$ cat src/rtl/jtag_tap_gen.sv
// IEEE 1149.1 TAP controller with a bypass register and NCH external DR channels.
// Define JTAG_TAP_GEN_IDCODE_EN to build in the 32-bit IDCODE register; it is omitted by default.
module jtag_tap_gen #(
    parameter int          IRW     = 5,
    parameter logic [31:0] IDCODE  = 32'h00000001,
    parameter int          NCH     = 2,
    parameter int          CH_BASE = 'h10
) (
    input  logic           tck,
    input  logic           trst_n,
    input  logic           tms,
    input  logic           tdi,
    output logic           tdo,
    output logic           tdo_oe,
    output logic [IRW-1:0] ir_out,
    output logic [NCH-1:0] dr_select,
    input  logic [NCH-1:0] dr_tdo,
    output logic           capture_dr,
    output logic           shift_dr,
    output logic           update_dr,
    output logic           test_logic_reset,
    output logic [3:0]     tap_state_o
);

    typedef enum logic [3:0] {
        TLR        = 4'd0,
        RTI        = 4'd1,
        SEL_DR     = 4'd2,
        CAPTURE_DR = 4'd3,
        SHIFT_DR   = 4'd4,
        EXIT1_DR   = 4'd5,
        PAUSE_DR   = 4'd6,
        EXIT2_DR   = 4'd7,
        UPDATE_DR  = 4'd8,
        SEL_IR     = 4'd9,
        CAPTURE_IR = 4'd10,
        SHIFT_IR   = 4'd11,
        EXIT1_IR   = 4'd12,
        PAUSE_IR   = 4'd13,
        EXIT2_IR   = 4'd14,
        UPDATE_IR  = 4'd15
    } tap_state_e;

    localparam logic [IRW-1:0] BYPASS_IR  = '1;
    localparam logic [IRW-1:0] IR_CAPTURE = IRW'(2'b01);
`ifdef JTAG_TAP_GEN_IDCODE_EN
    localparam logic [IRW-1:0] IDCODE_IR  = IRW'(1);
    localparam logic [IRW-1:0] RST_IR     = IDCODE_IR;
`else
    localparam logic [IRW-1:0] RST_IR     = BYPASS_IR;
`endif

    tap_state_e     state_q, state_d;
    logic [IRW-1:0] ir_q;
    logic [IRW-1:0] ir_sr_q;
    logic           bypass_q;
    logic           tdo_q;
    logic           tdo_oe_q;
    logic [NCH-1:0] sel;
    logic           dr_lsb;
`ifdef JTAG_TAP_GEN_IDCODE_EN
    logic [31:0]    idcode_q;
    logic           idcode_sel;
`endif

    always_comb begin
        state_d = state_q;
        unique case (state_q)
            TLR:        state_d = tms ? TLR       : RTI;
            RTI:        state_d = tms ? SEL_DR    : RTI;
            SEL_DR:     state_d = tms ? SEL_IR    : CAPTURE_DR;
            CAPTURE_DR: state_d = tms ? EXIT1_DR  : SHIFT_DR;
            SHIFT_DR:   state_d = tms ? EXIT1_DR  : SHIFT_DR;
            EXIT1_DR:   state_d = tms ? UPDATE_DR : PAUSE_DR;
            PAUSE_DR:   state_d = tms ? EXIT2_DR  : PAUSE_DR;
            EXIT2_DR:   state_d = tms ? UPDATE_DR : SHIFT_DR;
            UPDATE_DR:  state_d = tms ? SEL_DR    : RTI;
            SEL_IR:     state_d = tms ? TLR       : CAPTURE_IR;
            CAPTURE_IR: state_d = tms ? EXIT1_IR  : SHIFT_IR;
            SHIFT_IR:   state_d = tms ? EXIT1_IR  : SHIFT_IR;
            EXIT1_IR:   state_d = tms ? UPDATE_IR : PAUSE_IR;
            PAUSE_IR:   state_d = tms ? EXIT2_IR  : PAUSE_IR;
            EXIT2_IR:   state_d = tms ? UPDATE_IR : SHIFT_IR;
            UPDATE_IR:  state_d = tms ? SEL_DR    : RTI;
            default:    state_d = TLR;
        endcase
    end

    // Channel decode looks at the committed instruction only, so it cannot glitch mid-shift.
    always_comb begin
        sel = '0;
        for (int k = 0; k < NCH; k++) begin
            if (ir_q == IRW'(CH_BASE + k)) sel[k] = 1'b1;
        end
    end

`ifdef JTAG_TAP_GEN_IDCODE_EN
    assign idcode_sel = (ir_q == IDCODE_IR) && !(|sel);
`endif

    always_comb begin
        if (|sel) begin
            dr_lsb = |(dr_tdo & sel);
`ifdef JTAG_TAP_GEN_IDCODE_EN
        end else if (idcode_sel) begin
            dr_lsb = idcode_q[0];
`endif
        end else begin
            dr_lsb = bypass_q;
        end
    end

    always_ff @(posedge tck) begin
        if (!trst_n) begin
            state_q  <= TLR;
            ir_q     <= RST_IR;
            ir_sr_q  <= '0;
            bypass_q <= 1'b0;
            tdo_q    <= 1'b0;
            tdo_oe_q <= 1'b0;
`ifdef JTAG_TAP_GEN_IDCODE_EN
            idcode_q <= '0;
`endif
        end else begin
            state_q  <= state_d;
            tdo_oe_q <= (state_q == SHIFT_IR) || (state_q == SHIFT_DR);
            case (state_q)
                CAPTURE_IR: ir_sr_q <= IR_CAPTURE;
                SHIFT_IR: begin
                    tdo_q   <= ir_sr_q[0];
                    ir_sr_q <= {tdi, ir_sr_q[IRW-1:1]};
                end
                UPDATE_IR:  ir_q <= ir_sr_q;
                CAPTURE_DR: begin
                    bypass_q <= 1'b0;
`ifdef JTAG_TAP_GEN_IDCODE_EN
                    idcode_q <= IDCODE;
`endif
                end
                SHIFT_DR: begin
                    tdo_q    <= dr_lsb;
                    bypass_q <= tdi;
`ifdef JTAG_TAP_GEN_IDCODE_EN
                    idcode_q <= {tdi, idcode_q[31:1]};
`endif
                end
                default: ;
            endcase
            // Entering or sitting in TLR restores the reset instruction, same as trst_n.
            if (state_d == TLR) ir_q <= RST_IR;
        end
    end

    assign tdo              = tdo_q;
    assign tdo_oe           = tdo_oe_q;
    assign ir_out           = ir_q;
    assign dr_select        = sel;
    assign capture_dr       = (state_q == CAPTURE_DR);
    assign shift_dr         = (state_q == SHIFT_DR);
    assign update_dr        = (state_q == UPDATE_DR);
    assign test_logic_reset = (state_q == TLR);
    assign tap_state_o      = state_q;

endmodule
$ cat config.mk
export PLATFORM = sky130hd
export DESIGN_NAME = jtag_tap_gen
export DESIGN_NICKNAME = d
export VERILOG_FILES = /design/src/rtl/jtag_tap_gen.sv
export SDC_FILE = /design/constraint.sdc
export NUM_CORES = 1
export LEC_CHECK = 0
export BUFFER_PORTS_ARGS = -buffer_cell sky130_fd_sc_hd__buf_2
export CAP_MARGIN = 20
export CORE_MARGIN = 4
export CORE_UTILIZATION = 50
export DETAILED_ROUTE_END_ITERATION = 8
export PLACE_DENSITY = 0.76
export SETUP_SLACK_MARGIN = 0.1
export SLEW_MARGIN = 10
export SYNTH_ARGS = -nofsm -noshare
export SYNTH_HDL_FRONTEND = slang
export SYNTH_SLANG_ARGS = --single-unit
$ cat constraint.sdc
create_clock -name tck -period 1.5 [get_ports tck]
set_input_delay 0.3 -clock tck [delete_from_list [all_inputs] [get_ports tck]]
set_output_delay 0.3 -clock tck [all_outputs]
set_load 0.005 [all_outputs]
==> results of run 1 <==
[stage by stage]
stage	hold slack [ns]	setup WS, ns
2_1_floorplan	0.439	0.149
3_3_place_gp	0.460	0.0862
3_5_place_dp	0.461	0.0585
4_1_cts	0.243	-0.0885
5_1_grt	0.255	-0.214
6_report	0.238	-0.152
[what timing repair did]
action,CTS,global route
pin swaps,4,8
hold buffers,0,0
setup buffers,13,7
resized for setup,19,16
setup endpoints to repair,17,12
[flip-flops by register name (all words and copies together) (netlist names)]
name and count:
bypass_q 1, ir_out 5, tdo_oe 1, ir_sr_q 5, tdo 1, tap_state_o 4
[final timing paths]
path,from,end,cells after the start,slack [ns]
setup / recovery,ir_out[2],dr_select[1],4,-0.15
hold / removal,trst_n,tap_state_o[2],3,0.24
setup reg to reg,tap_state_o[1],tap_state_o[3],5,0.05
hold reg to reg,ir_sr_q[3],ir_sr_q[3],2,0.48
[final cells by class]
class	count	area [um^2]
Sequential cell	17	354
Tap cell	16	20.0
Clock inverter	1	5.00
Inverter	5	18.8
Fill cell	67	211
Clock buffer	3	22.5
Timing Repair Buffer	53	378
Multi-Input combinational cell	79	567
[worst reg2reg max path, cell delays in order (launching register included)]
cell       delay (ns)
dfxtp_4          0.41
buf_4            0.16
nand3_2          0.09
buf_4            0.12
o21ai_0          0.07
a2111oi_1        0.44
[power groups by stage]
stage          clock network [W]  logic, W  registers (W)
2_1_floorplan                  0  0.000110       0.000481
5_1_grt                 0.000280  0.000307       0.000489
3_3_place_gp                   0  0.000155       0.000496
6_report                0.000263  0.000289       0.000487
4_1_cts                 0.000258  0.000224       0.000481
3_5_place_dp                   0  0.000157       0.000497
[metal layers]
| metal | track usage | wire [um] |
|---|---|---|
| met5 | 0 | 0 |
| met4 | 0.0599 | 142 |
| met3 | 0.0301 | 332 |
| met2 | 0.355 | 1550 |
| met1 | 0.309 | 1320 |
[Yosys cell counts]
library cell / instances
mux2i_1: 6
and2_1: 1
xnor2_1: 1
buf_4: 1
nor3b_1: 2
dfxtp_1: 17
nand3b_1: 1
a22oi_1: 1
a21o_1: 1
nand4_1: 1
a31oi_1: 2
inv_2: 1
a2111oi_0: 1
nor2_2: 1
a221oi_1: 1
or4_1: 1
nor2b_1: 5
a211oi_1: 1
nor3_1: 2
a21oi_1: 10
clkbuf_1: 4
a21oi_2: 1
o22a_1: 1
nand2_1: 17
o32a_1: 1
nor2_1: 1
o221a_2: 1
o211ai_1: 1
inv_1: 4
nor4_1: 1
nor4b_1: 2
buf_2: 4
o21ai_0: 8
nand3_1: 7
[kinds of logic after synthesis]
logic type / Yosys count / synth area share
simple gates: 42 / 0.247
compound gates: 30 / 0.216
flops: 17 / 0.389
buf+inv: 14 / 0.0700
mux: 6 / 0.0686
xor+xnor: 1 / 0.0100
==> impl_metrics.tcl, run 1 <==
set metrics [dict create \
    first_global_vias 913 \
    final-setup-viol-count 5 \
    drc 0 \
    grt_overflow_total 0 \
    rsz0062_at_grt "true" \
    die_y_um 49.9 \
    pin_count 23 \
    clk_latency_ns 0.30 \
    routed_wl_mm 3.35 \
    synth_top_cell_area_share 0.389 \
    finalClockSkew_ns 0.0118 \
    synth-seq-area-share 0.389 \
    p_int_w 0.000714 \
    root_buffer "clkbuf_4" \
    track_usage 0.221 \
    dieArea_um2 2490 \
    power_leakage_nw 0.613 \
    portBuffers 22 \
    fin_crit_sh 1.10 \
    setup_slack_ns -0.152 \
    design_area_um2 1370 \
    nNetsFinal 165 \
    diodes 0 \
    finalPower_w 0.00104 \
    start_util 0.556 \
    violations "setup timing" \
    worstPathMaxFanout 4 \
    min_period_ns 1.65 \
    drtPass1Iterations 4 \
    min-delay-path-class "input port to flip-flop" \
    num_vias 1100 \
    cts_tree "built" \
    dp_hpwl_mm 1.47 \
    viasPerCell 6.32 \
    irDropWorstVdd_mv 0.624 \
    antenna_found_initial 0 \
    row_count 14 \
    wl_per_cell_um 19.3 \
    grt_pass1_wl_mm 4.30 \
    crit_path_top_delay_cell "dfxtp_1" \
    tns_ns -0.437 \
    cts_buffers 3 \
    drive_gt1_frac 0.481 \
    slew_headroom 0.703 \
    final_cell_mix "buf_4, buf_2, nand2_1, dfxtp_1, a21oi_1" \
    utilization 0.866 \
    switching_share 0.312 \
    yosysTopAreaCell "dfxtp_1" \
    clockBufferDepth 2 \
    antenna_left 0 \
    slew_viol_final 0 \
    crit_path_cell_trace "nor4b_4, buf_4, and2_1, buf_2" \
    core_area_um2 1580 \
    dpl_cell_area_um2 1050 \
    worst_setup_path_end_kind "output pin" \
    clkPwrFrac 0.253 \
    dp_cells 150 \
    die_x_um 49.9 \
    gp_congestion 0.849 \
    instances_no_fill 174 \
    synth_cell_types 34 \
    status "finished, violations left" \
    cp-start-kind "flip-flop" \
    cpPeakStageDelay_ns 0.37 \
    critical_path_class "flip-flop to output pin" \
    seqPwrFrac 0.469 \
    htree_levels 1 \
    maxCapViolCount 0 \
    avgSynthCellArea_um2 7.96 \
    syn-cell-area_um2 876 \
    cts_sinks 17 \
    ys_top_cells_by_area "dfxtp_1, nand2_1, mux2i_1" \
    combPwrFrac 0.278 \
    powerDensity_nw_per_um2 761 \
    hold_viol_final 0 \
    cp.required_ns 1.20 \
    max_freq_mhz 605 \
    worstPathArrival_ns 1.35 \
    clkSlewWorstSetupHoldPaths_ns 0.12 \
    critPathBufInv 2 \
    switching_power_w 0.000324 \
    worst_slew_pin_slew_ns 0.444 \
    netlist_instances 110 \
    syn_nets 116 \
    syn2layout_area_growth_pct 55.9 \
    final_common_cell "buf_4" \
    drtIter0Drc 64 \
    cp_top_family "simple AND/OR/NAND/NOR gates" \
    grt_max_degree 16 \
    ys_ff_latch 17 \
    ys_warn_count 0 \
]
No activity file was read; power rests on OpenSTA's default activity.
==> inputs of run 2 (changes only) <==
--- a/config.mk
+++ b/config.mk
@@ -5,12 +5,13 @@
 export SDC_FILE = /design/constraint.sdc
 export NUM_CORES = 1
 export LEC_CHECK = 0
-export BUFFER_PORTS_ARGS = -buffer_cell sky130_fd_sc_hd__buf_2
-export CAP_MARGIN = 20
+export CAP_MARGIN = 15
 export CORE_MARGIN = 4
-export CORE_UTILIZATION = 50
+export CORE_UTILIZATION = 63
+export CTS_BUF_LIST = sky130_fd_sc_hd__clkbuf_4
 export DETAILED_ROUTE_END_ITERATION = 8
-export PLACE_DENSITY = 0.76
+export DONT_BUFFER_PORTS = 1
+export PLACE_DENSITY = 0.79
 export SETUP_SLACK_MARGIN = 0.1
 export SLEW_MARGIN = 10
 export SYNTH_ARGS = -nofsm -noshare
==> impl_metrics.tcl, run 2 (same netlist as run 1, synthesis figures left out) <==
set metrics [dict create \
    status "finished, violations left" \
    violations "setup timing" \
    grt_overflow_total 0 \
    gr-usage-met2 0.387 \
    dp_cells 125 \
    start_util 0.673 \
    antenna_found_initial 0 \
    num_vias 984 \
    r2r_start "tap_state_o[1]" \
    track_usage 0.237 \
    worst_setup_path_end_kind "output pin" \
    setup_slack_ns -0.0439 \
    cts_buffers 3 \
    die_x_um 45.3 \
    final_common_cell "nand2_1" \
    cp_top_family "simple AND/OR/NAND/NOR gates" \
    root_buffer "clkbuf_4" \
    crit_path_cell_trace "nor4b_2, buf_4, nor2b_4" \
    worst_hold_slack_ns 0.140 \
    critical_path_class "flip-flop to output pin" \
    drtPass1Iterations 5 \
    grt_pass1_wl_mm 3.57 \
    slew_viol_final 0 \
    finalClockSkew_ns 0.00718 \
    min_from "trst_n" \
    crit_path_top_delay_cell "dfxtp_2" \
    cts_sinks 17 \
    final-setup-viol-count 2 \
    hold_viol_final 0 \
    worstPathArrival_ns 1.24 \
    worst_slew_pin_slew_ns 0.501 \
    irDropWorstVdd_mv 0.761 \
    antenna_left 0 \
    power_leakage_nw 0.455 \
    final_cell_mix "nand2_1, buf_4, a21oi_1, dfxtp_1, o21ai_0" \
    cp.required_ns 1.20 \
    grtUsageMet1 0.309 \
    worstPathMaxFanout 4 \
    utilization 0.884 \
    pin_count 23 \
    cp-start-kind "flip-flop" \
    clk_latency_ns 0.31 \
    nNetsFinal 130 \
    worstHoldEndpoint "tap_state_o[2]" \
    drive_gt1_frac 0.358 \
    powerDensity_nw_per_um2 846 \
    maxCapViolCount 0 \
    routed_wl_mm 2.89 \
    wl_per_cell_um 20.9 \
    instances_no_fill 138 \
    fin_crit_sh 1.03 \
    htree_levels 1 \
    r2r_cells 5 \
    row_count 13 \
    diodes 0 \
    clkSlewWorstSetupHoldPaths_ns 0.11 \
    drtIter0Drc 61 \
    critPathBufInv 1 \
    holdPathStages 2 \
    pre_cts_slack_ns 0.0466 \
    grt-busiest-layer "met2" \
    die_y_um 45.3 \
    cpPeakStageDelay_ns 0.35 \
    dp_hpwl_mm 1.44 \
    min_period_ns 1.54 \
    dieArea_um2 2050 \
    rsz0062_at_grt "true" \
    gp_congestion 0.783 \
    clockBufferDepth 2 \
    min-delay-path-class "input port to flip-flop" \
    slew_headroom 0.665 \
    core_area_um2 1300 \
    use_met3 0.0279 \
    first_global_vias 809 \
    portBuffers 0 \
    cts_tree "built" \
    viasPerCell 7.13 \
    ff2ff_setup_slack_ns 0.02 \
    hold_buffers 0 \
    syn2layout_area_growth_pct 31.3 \
    drc 0 \
    grt_max_degree 16 \
    max_freq_mhz 648 \
    r2r-end "tap_state_o[0]" \
]
run 2: area by class of cell:
class	count	area [um^2]
multi-input cells	79	562
clock buffers	3	22.5
well taps	15	18.8
repair buffers	18	166
inverters	5	18.8
fillers	57	151
clock inverters	1	5.00
flip-flops and latches	17	357
run 2: what timing repair did:
action | CTS | global route
cloned | 0 | 0
resized for setup | 17 | 23
pin swaps | 1 | 7
endpoints found under the setup margin | 16 | 14
buffers inserted | 1 | 8
run 2: where the power goes:
| group | internal [W] | leakage [nW] | switching, W | total [W] |
|---|---|---|---|---|
| Sequential | 0.000462 | 0.139 | 0.0000268 | 0.000489 |
| Combinational | 0.000108 | 0.299 | 0.000117 | 0.000224 |
| Clock | 0.0000996 | 0.0177 | 0.000160 | 0.000259 |
| Total | 0.000669 | 0.455 | 0.000303 | 0.000972 |
run 2: worst max-delay path by stage:
| stage | from | to | slack, ns | cells past startpoint |
|---|---|---|---|---|
| after floorplan | tap_state_o[3] | ir_out[0] | 0.15 | 5 |
| after global placement | tap_state_o[1] | bypass_q | 0.11 | 5 |
| after global routing | ir_out[1] | dr_select[0] | -0.09 | 3 |
| after detailed placement | tap_state_o[3] | tap_state_o[1] | 0.05 | 5 |
| after CTS | ir_out[3] | dr_select[1] | 0.006 | 3 |
| final | ir_out[1] | dr_select[0] | -0.04 | 3 |
run 2: per-stage QoR:
stage	total power, W	setup TNS (ns)	area, um^2
floorplan	0.000591	0	876
global placement	0.000615	0	920
detailed placement	0.000619	0	920
CTS	0.000876	0	1020
global route	0.00101	-0.214	1150
finish	0.000972	-0.0867	1150
run 2: metal layers:
metal / vias up / part of all wire
met4: 0 / 0.042
met2: 82 / 0.48
met1: 464 / 0.35
met3: 18 / 0.12
li1: 420 / -
met5: - / 0
run 2: worst reg2reg max path, stage by stage (launching register included):
cell and delay, ns:
dfxtp_4 0.42, buf_6 0.14, nor2b_1 0.07, o32a_1 0.34, o221a_2 0.25, nor2_1 0.17
